===== config.mk =====
export PLATFORM = sky130hd
export DESIGN_NAME = score_keeper
export DESIGN_NICKNAME = d
export VERILOG_FILES = /design/src/rtl/score_keeper.sv
export SDC_FILE = /design/constraint.sdc
export NUM_CORES = 1
export LEC_CHECK = 0
export CAP_MARGIN = 30
export CORE_ASPECT_RATIO = 1.1
export CORE_UTILIZATION = 54
export DETAILED_ROUTE_END_ITERATION = 8
export PLACE_DENSITY = 0.82
export SLEW_MARGIN = 10
export SYNTH_ARGS = -nofsm -noshare
export SYNTH_HDL_FRONTEND = slang
export SYNTH_SLANG_ARGS = --single-unit

===== constraint.sdc =====
create_clock -name clk50M -period 2.85 [get_ports clk50M]
set_input_delay 0.57 -clock clk50M [delete_from_list [all_inputs] [get_ports clk50M]]
set_output_delay 0.57 -clock clk50M [all_outputs]
set_load 0.03 [all_outputs]

===== src/rtl/score_keeper.sv =====
// score_keeper: match control downstream of ball_movement; keeps scores, runs serve pause and game over.
// Optional build macro SCORE_WIN_BY_TWO_EN: a win needs WIN_SCORE plus a two-point lead (or a saturated score).
module score_keeper #(
  parameter int WIN_SCORE    = 7,
  parameter int SCORE_W      = 4,
  parameter int PAUSE_FRAMES = 60
) (
  input  logic               clk50M,
  input  logic               reset,
  input  logic               endofframe,
  input  logic [1:0]         missed,
  input  logic               start,
  output logic [SCORE_W-1:0] score_one,
  output logic [SCORE_W-1:0] score_two,
  output logic               ball_enable,
  output logic               ball_reset,
  output logic               serve_dir,
  output logic               game_over,
  output logic [1:0]         winner
);
  // state | meaning
  // IDLE  | power-up, waiting for the first start press
  // SERVE | ball frozen and centred, pause counter runs down on frame ticks
  // PLAY  | ball moving, a miss at a frame tick scores a point
  // OVER  | winner decided, scores frozen until the next start press

  localparam int PAUSE_W = (PAUSE_FRAMES < 2) ? 1 : $clog2(PAUSE_FRAMES + 1);
  localparam logic [SCORE_W-1:0] SCORE_MAX  = '1;
  localparam logic [SCORE_W-1:0] WIN_VAL    = SCORE_W'(WIN_SCORE);
  localparam logic [PAUSE_W-1:0] PAUSE_LOAD = PAUSE_W'(PAUSE_FRAMES);

  typedef enum logic [1:0] {IDLE, SERVE, PLAY, OVER} state_t;
  state_t state, state_nxt;

  logic               eof_d1, eof_d2, start_d1, start_d2;
  logic               frame_tick, start_edge;
  logic [PAUSE_W-1:0] pause_cnt, pause_cnt_nxt;
  logic [SCORE_W-1:0] score_one_nxt, score_two_nxt, inc_one, inc_two;
  logic               ball_reset_nxt, serve_dir_nxt;
  logic [1:0]         winner_nxt;
  logic               one_wins, two_wins;

  always_ff @(posedge clk50M or posedge reset) begin
    if (reset) begin
      eof_d1   <= 1'b0;
      eof_d2   <= 1'b0;
      start_d1 <= 1'b0;
      start_d2 <= 1'b0;
    end else begin
      eof_d1   <= endofframe;
      eof_d2   <= eof_d1;
      start_d1 <= start;
      start_d2 <= start_d1;
    end
  end

  assign frame_tick = eof_d1 & ~eof_d2;
  assign start_edge = start_d1 & ~start_d2;

  assign inc_one = (score_one == SCORE_MAX) ? score_one : score_one + SCORE_W'(1);
  assign inc_two = (score_two == SCORE_MAX) ? score_two : score_two + SCORE_W'(1);

`ifdef SCORE_WIN_BY_TWO_EN
  assign one_wins = (inc_one == SCORE_MAX) ||
                    ((inc_one >= WIN_VAL) &&
                     ({1'b0, inc_one} >= ({1'b0, score_two} + (SCORE_W+1)'(2))));
  assign two_wins = (inc_two == SCORE_MAX) ||
                    ((inc_two >= WIN_VAL) &&
                     ({1'b0, inc_two} >= ({1'b0, score_one} + (SCORE_W+1)'(2))));
`else
  assign one_wins = (inc_one == WIN_VAL);
  assign two_wins = (inc_two == WIN_VAL);
`endif

  always_ff @(posedge clk50M or posedge reset) begin
    if (reset) begin
      state      <= IDLE;
      pause_cnt  <= '0;
      score_one  <= '0;
      score_two  <= '0;
      ball_reset <= 1'b0;
      serve_dir  <= 1'b0;
      winner     <= 2'b00;
    end else begin
      state      <= state_nxt;
      pause_cnt  <= pause_cnt_nxt;
      score_one  <= score_one_nxt;
      score_two  <= score_two_nxt;
      ball_reset <= ball_reset_nxt;
      serve_dir  <= serve_dir_nxt;
      winner     <= winner_nxt;
    end
  end

  always_comb begin
    state_nxt      = state;
    pause_cnt_nxt  = pause_cnt;
    score_one_nxt  = score_one;
    score_two_nxt  = score_two;
    serve_dir_nxt  = serve_dir;
    winner_nxt     = winner;
    ball_reset_nxt = 1'b0;
    case (state)
      IDLE: begin
        if (start_edge) begin
          state_nxt      = SERVE;
          ball_reset_nxt = 1'b1;
          pause_cnt_nxt  = PAUSE_LOAD;
        end
      end
      SERVE: begin
        // A count of 0 or 1 means this tick is the last frame of the pause.
        if (frame_tick) begin
          if (pause_cnt <= PAUSE_W'(1)) begin
            pause_cnt_nxt = '0;
            state_nxt     = PLAY;
          end else begin
            pause_cnt_nxt = pause_cnt - PAUSE_W'(1);
          end
        end
      end
      PLAY: begin
        if (frame_tick && (missed != 2'b00)) begin
          state_nxt      = SERVE;
          ball_reset_nxt = 1'b1;
          pause_cnt_nxt  = PAUSE_LOAD;
          case (missed)
            2'b01: begin
              score_two_nxt = inc_two;
              serve_dir_nxt = 1'b0;
              if (two_wins) begin
                state_nxt      = OVER;
                winner_nxt     = 2'b10;
                ball_reset_nxt = 1'b0;
              end
            end
            2'b10: begin
              score_one_nxt = inc_one;
              serve_dir_nxt = 1'b1;
              if (one_wins) begin
                state_nxt      = OVER;
                winner_nxt     = 2'b01;
                ball_reset_nxt = 1'b0;
              end
            end
            default: ;
          endcase
        end
      end
      OVER: begin
        if (start_edge) begin
          state_nxt      = SERVE;
          ball_reset_nxt = 1'b1;
          pause_cnt_nxt  = PAUSE_LOAD;
          score_one_nxt  = '0;
          score_two_nxt  = '0;
          winner_nxt     = 2'b00;
          serve_dir_nxt  = 1'b0;
        end
      end
      default: state_nxt = IDLE;
    endcase
  end

  assign ball_enable = (state == PLAY);
  assign game_over   = (state == OVER);

endmodule

==> results.py <==
metrics = {
    "timing": {
        "grt_setup_unrepaired": "no",
        "max_freq_mhz": 386.9,
        "tightestPinTransition_ns": 0.5637,
        "timing.final.ws_setup_ns": 0.2655,
        "finalSetupViolations": 0,
        "final.hold.worst_slack_ns": 0.4269,
        "finalHoldViolations": 0,
        "max_slew_margin_pct": 62.34,
        "fin_tns_setup_ns": 0,
        "clock_skew_ns": 0.001068,
        "slew_violations": 0,
        "period_needed_ns": 2.585,
        "period_share_pct": 90.69,
    },
    "logic_synthesis": {
        "synth-warning-count": 0,
        "syn_avg_cell_area_sq_um": 9.527,
        "ys_seq_area_share_pct": 39.90,
        "synth-xor-area-share_pct": 1.164,
        "mappedNetlistArea_sq_um": 1505,
        "synth.mux.area_fraction_pct": 3.658,
        "synth_top_flop_cell": "sky130_fd_sc_hd__dfrtp_1",
        "yosysTopAreaCellShare_pct": 39.90,
        "number_of_register_bits_inferred_by_synthesis": 24,
        "synth_adder_area_share_pct": 8.313,
        "synth-edff-count": 0,
        "synth-compound-area-share_pct": 21.61,
        "asyncSetResetFlopFracSynth_pct": 100.0,
        "yosys.area_share.simple_pct": 20.12,
        "syn_nets": 174,
        "synthDistinctLibCells": 49,
        "synth_top_family_by_area": "compound AO/OA/AOI/OAI gates",
        "ys_top_cells_by_area": "sky130_fd_sc_hd__dfrtp_1 40%, sky130_fd_sc_hd__ha_1 8.3%, sky130_fd_sc_hd__inv_1 4.7%",
        "yosysTopAreaCell": "sky130_fd_sc_hd__dfrtp_1",
        "synthesized_instance_count": 158,
    },
    "routing": {
        "vias_per_cell": 6.103,
        "detail_route.first_pass.iterations": 4,
        "routed_wire_length_per_instance_um": 14.39,
        "routed_antenna_nets": 0,
        "wirelength_um": 3065,
        "drt_first_iter_violations": 52,
        "detailed_route_drc_error_count": 0,
        "num_vias": 1300,
    },
    "setup_path": {
        "critical_path.max_stage_delay_ns": 0.76,
        "category_of_the_most_critical_setup_path": "reg2out",
        "critical-path-slowest-cell": "sky130_fd_sc_hd__clkdlybuf4s50_1",
        "critical_path_peak_fanout": 14,
        "arrival_time_at_the_worst_endpoint_ns": 2.01,
        "crit_path_cell_trace": "inv_1, ha_1, clkdlybuf4s50_1",
        "cp_data_required_time_ns": 2.28,
        "critical_path.endpoint_type": "output pin",
        "crit_path_start_kind": "register",
    },
    "final_layout": {
        "finish.cell_count_without_fillers": 213,
        "finalNetCount": 200,
        "synthToLayoutAreaGrowth_pct": 18.20,
        "post_route_cells_drive_above_1_share_pct": 6.593,
        "multi_input_comb_area_sq_um": 825.8,
        "antenna_cells": 0,
        "num-fill-cells": 195,
        "final-seq-area_sq_um": 600.6,
    },
    "clock_network": {
        "hold_buffers": 0,
        "cts_tree": "yes",
        "cts_inserted_buffers": 3,
        "h_tree_levels": 1,
        "cts_resized": 0,
        "clk_pin_slew_worst_paths_ns": 0.13,
        "post_cts_buffers": 0,
        "cts_sinks": 24,
        "cts_root_buf": "sky130_fd_sc_hd__clkbuf_4",
        "clk_latency_ns": 0.31,
        "cts-root-to-sink-buffers": 2,
    },
    "grt": {
        "grt_antenna_before_repair": 0,
        "globalRoute.totalOverflow": 0,
        "grt_first_pass_wirelength_um": 5043,
        "grt.total_usage_pct": 22.05,
        "grt_pass1_vias": 1220,
        "grt_start_max_net_pins": 21,
    },
    "run": {
        "maxCapViolations": 0,
    },
    "floorplanning": {
        "die_h_um": 57.37,
        "die-width_um": 52.34,
        "area_of_the_die_sq_um": 3003,
        "num_io_pins": 20,
        "rows": 19,
        "core_area_sq_um": 2567,
        "initial_utilization_pct": 58.63,
    },
    "placement": {
        "place_worst_setup_slack_ns": 0.06150,
        "port_buffers": 19,
        "placed_cells_incl_taps": 210,
        "hpwl_um": 2297,
        "routabilityCongestion": 0.8640,
    },
    "power": {
        "p_total_mw": 1.222,
        "irDropWorstVdd_v": 0.0005759,
        "power_leakage_nw": 0.7950,
        "p_per_area_nw_per_um2": 686.9,
    },
    "hold_path": {
        "holdCritPathClass": "in2async",
    },
    "run_status": {
        "status": "completed",
    },
}
## routing by layer
layer / vias up / GRT usage, % / share of wire (%)
met3: 7 / 4.000 / 4.5
li1: 627 / - / -
met5: - / 0 / 0
met4: 0 / 7.895 / 1.9
met2: 39 / 37.61 / 49
met1: 627 / 27.33 / 44
## worst paths after layout
check	from	endpoint	slack (ns)	depth (start not counted)
worst max-delay path	state[0]	ball_enable	0.27	3
worst min-delay path	reset	score_two[1]	0.43	2
worst max register to register	score_one[0]	winner[0]	0.62	5
worst min register to register	start_d1	start_d2	0.43	0
max in group asynchronous	reset	score_one[1]	1.92	3
min in group clk50M	start_d1	start_d2	0.43	0
## critical path: cells and delay by family (launching register included)
family	cells	cell delay (ns)
adder cells (fa/ha/maj)	1	0.43
flip-flops	1	0.42
buffers and inverters	2	0.84
## cell usage after synthesis (all sizes together), types with 2 or more instances
cell type	n
a31oi	2
o221ai	5
inv	19
dfrtp	24
nand3b	2
a22oi	3
nand2	11
clkbuf	2
or4	2
nor2	6
a21oi	7
and2	4
nand3	7
o21a	2
a21o	4
a2111o	2
mux2	4
and3	3
o21ai	7
nand2b	4
ha	10
nor3	6
nand4bb	2
## layout make-up
cell class | instances | area share [%]
Tap cell | 31 | 2.180
Timing Repair Buffer | 23 | 12.38
Clock buffer | 3 | 1.266
Multi-Input combinational cell | 113 | 46.41
Sequential cell | 24 | 33.76
Inverter | 19 | 4.008
## through the flow
step                      util (%)  instance area, sq um
final                        69.30                  1779
after detailed placement     68.42                  1757
after global routing         69.30                  1779
after global placement       68.42                  1757
after floorplan                  -                  1505
after CTS                    69.30                  1779
## report_power, final
group          internal (mW)  switching, mW  total (mW)
combinational          0.248          0.345       0.593
clock                 0.0495          0.102       0.151
sequential             0.407         0.0713       0.478
## layout by cell type, fill, tap and decap left out, types with 2 or more instances in the layout
cell                              count
sky130_fd_sc_hd__a22oi_1              3
sky130_fd_sc_hd__clkdlybuf4s50_1     19
sky130_fd_sc_hd__inv_1               19
sky130_fd_sc_hd__and3_1               3
sky130_fd_sc_hd__clkbuf_4             3
sky130_fd_sc_hd__nand2_1             11
sky130_fd_sc_hd__nand2b_1             4
sky130_fd_sc_hd__o221ai_1             5
sky130_fd_sc_hd__a21oi_1              6
sky130_fd_sc_hd__nor3_1               5
sky130_fd_sc_hd__a31oi_1              2
sky130_fd_sc_hd__mux2_1               3
sky130_fd_sc_hd__o21ai_1              5
sky130_fd_sc_hd__a21o_1               4
sky130_fd_sc_hd__buf_4                4
sky130_fd_sc_hd__nand3_1              7
sky130_fd_sc_hd__ha_1                10
sky130_fd_sc_hd__and2_1               4
sky130_fd_sc_hd__o21ai_0              2
sky130_fd_sc_hd__nor2_1               6
sky130_fd_sc_hd__a2111o_1             2
sky130_fd_sc_hd__nand4bb_1            2
sky130_fd_sc_hd__dfrtp_1             24
sky130_fd_sc_hd__nand3b_1             2
## cell families (layout without fill, tap and decap cells)
group                    Yosys count  after routing
AND/OR/NAND/NOR                   53             53
AO/OA/AOI/OAI                     43             43
flip-flops                        24             24
buffers and inverters             21             45
adder cells (fa/ha/maj)           10             10
multiplexers                       5              5
XOR/XNOR                           2              2
## sequential cells by signal (all words and copies together) (netlist names), 2 cells and up
signal	cells
state	2
score_one	4
winner	2
pause_cnt	6
score_two	4
(Power assumes the default switching activity.)
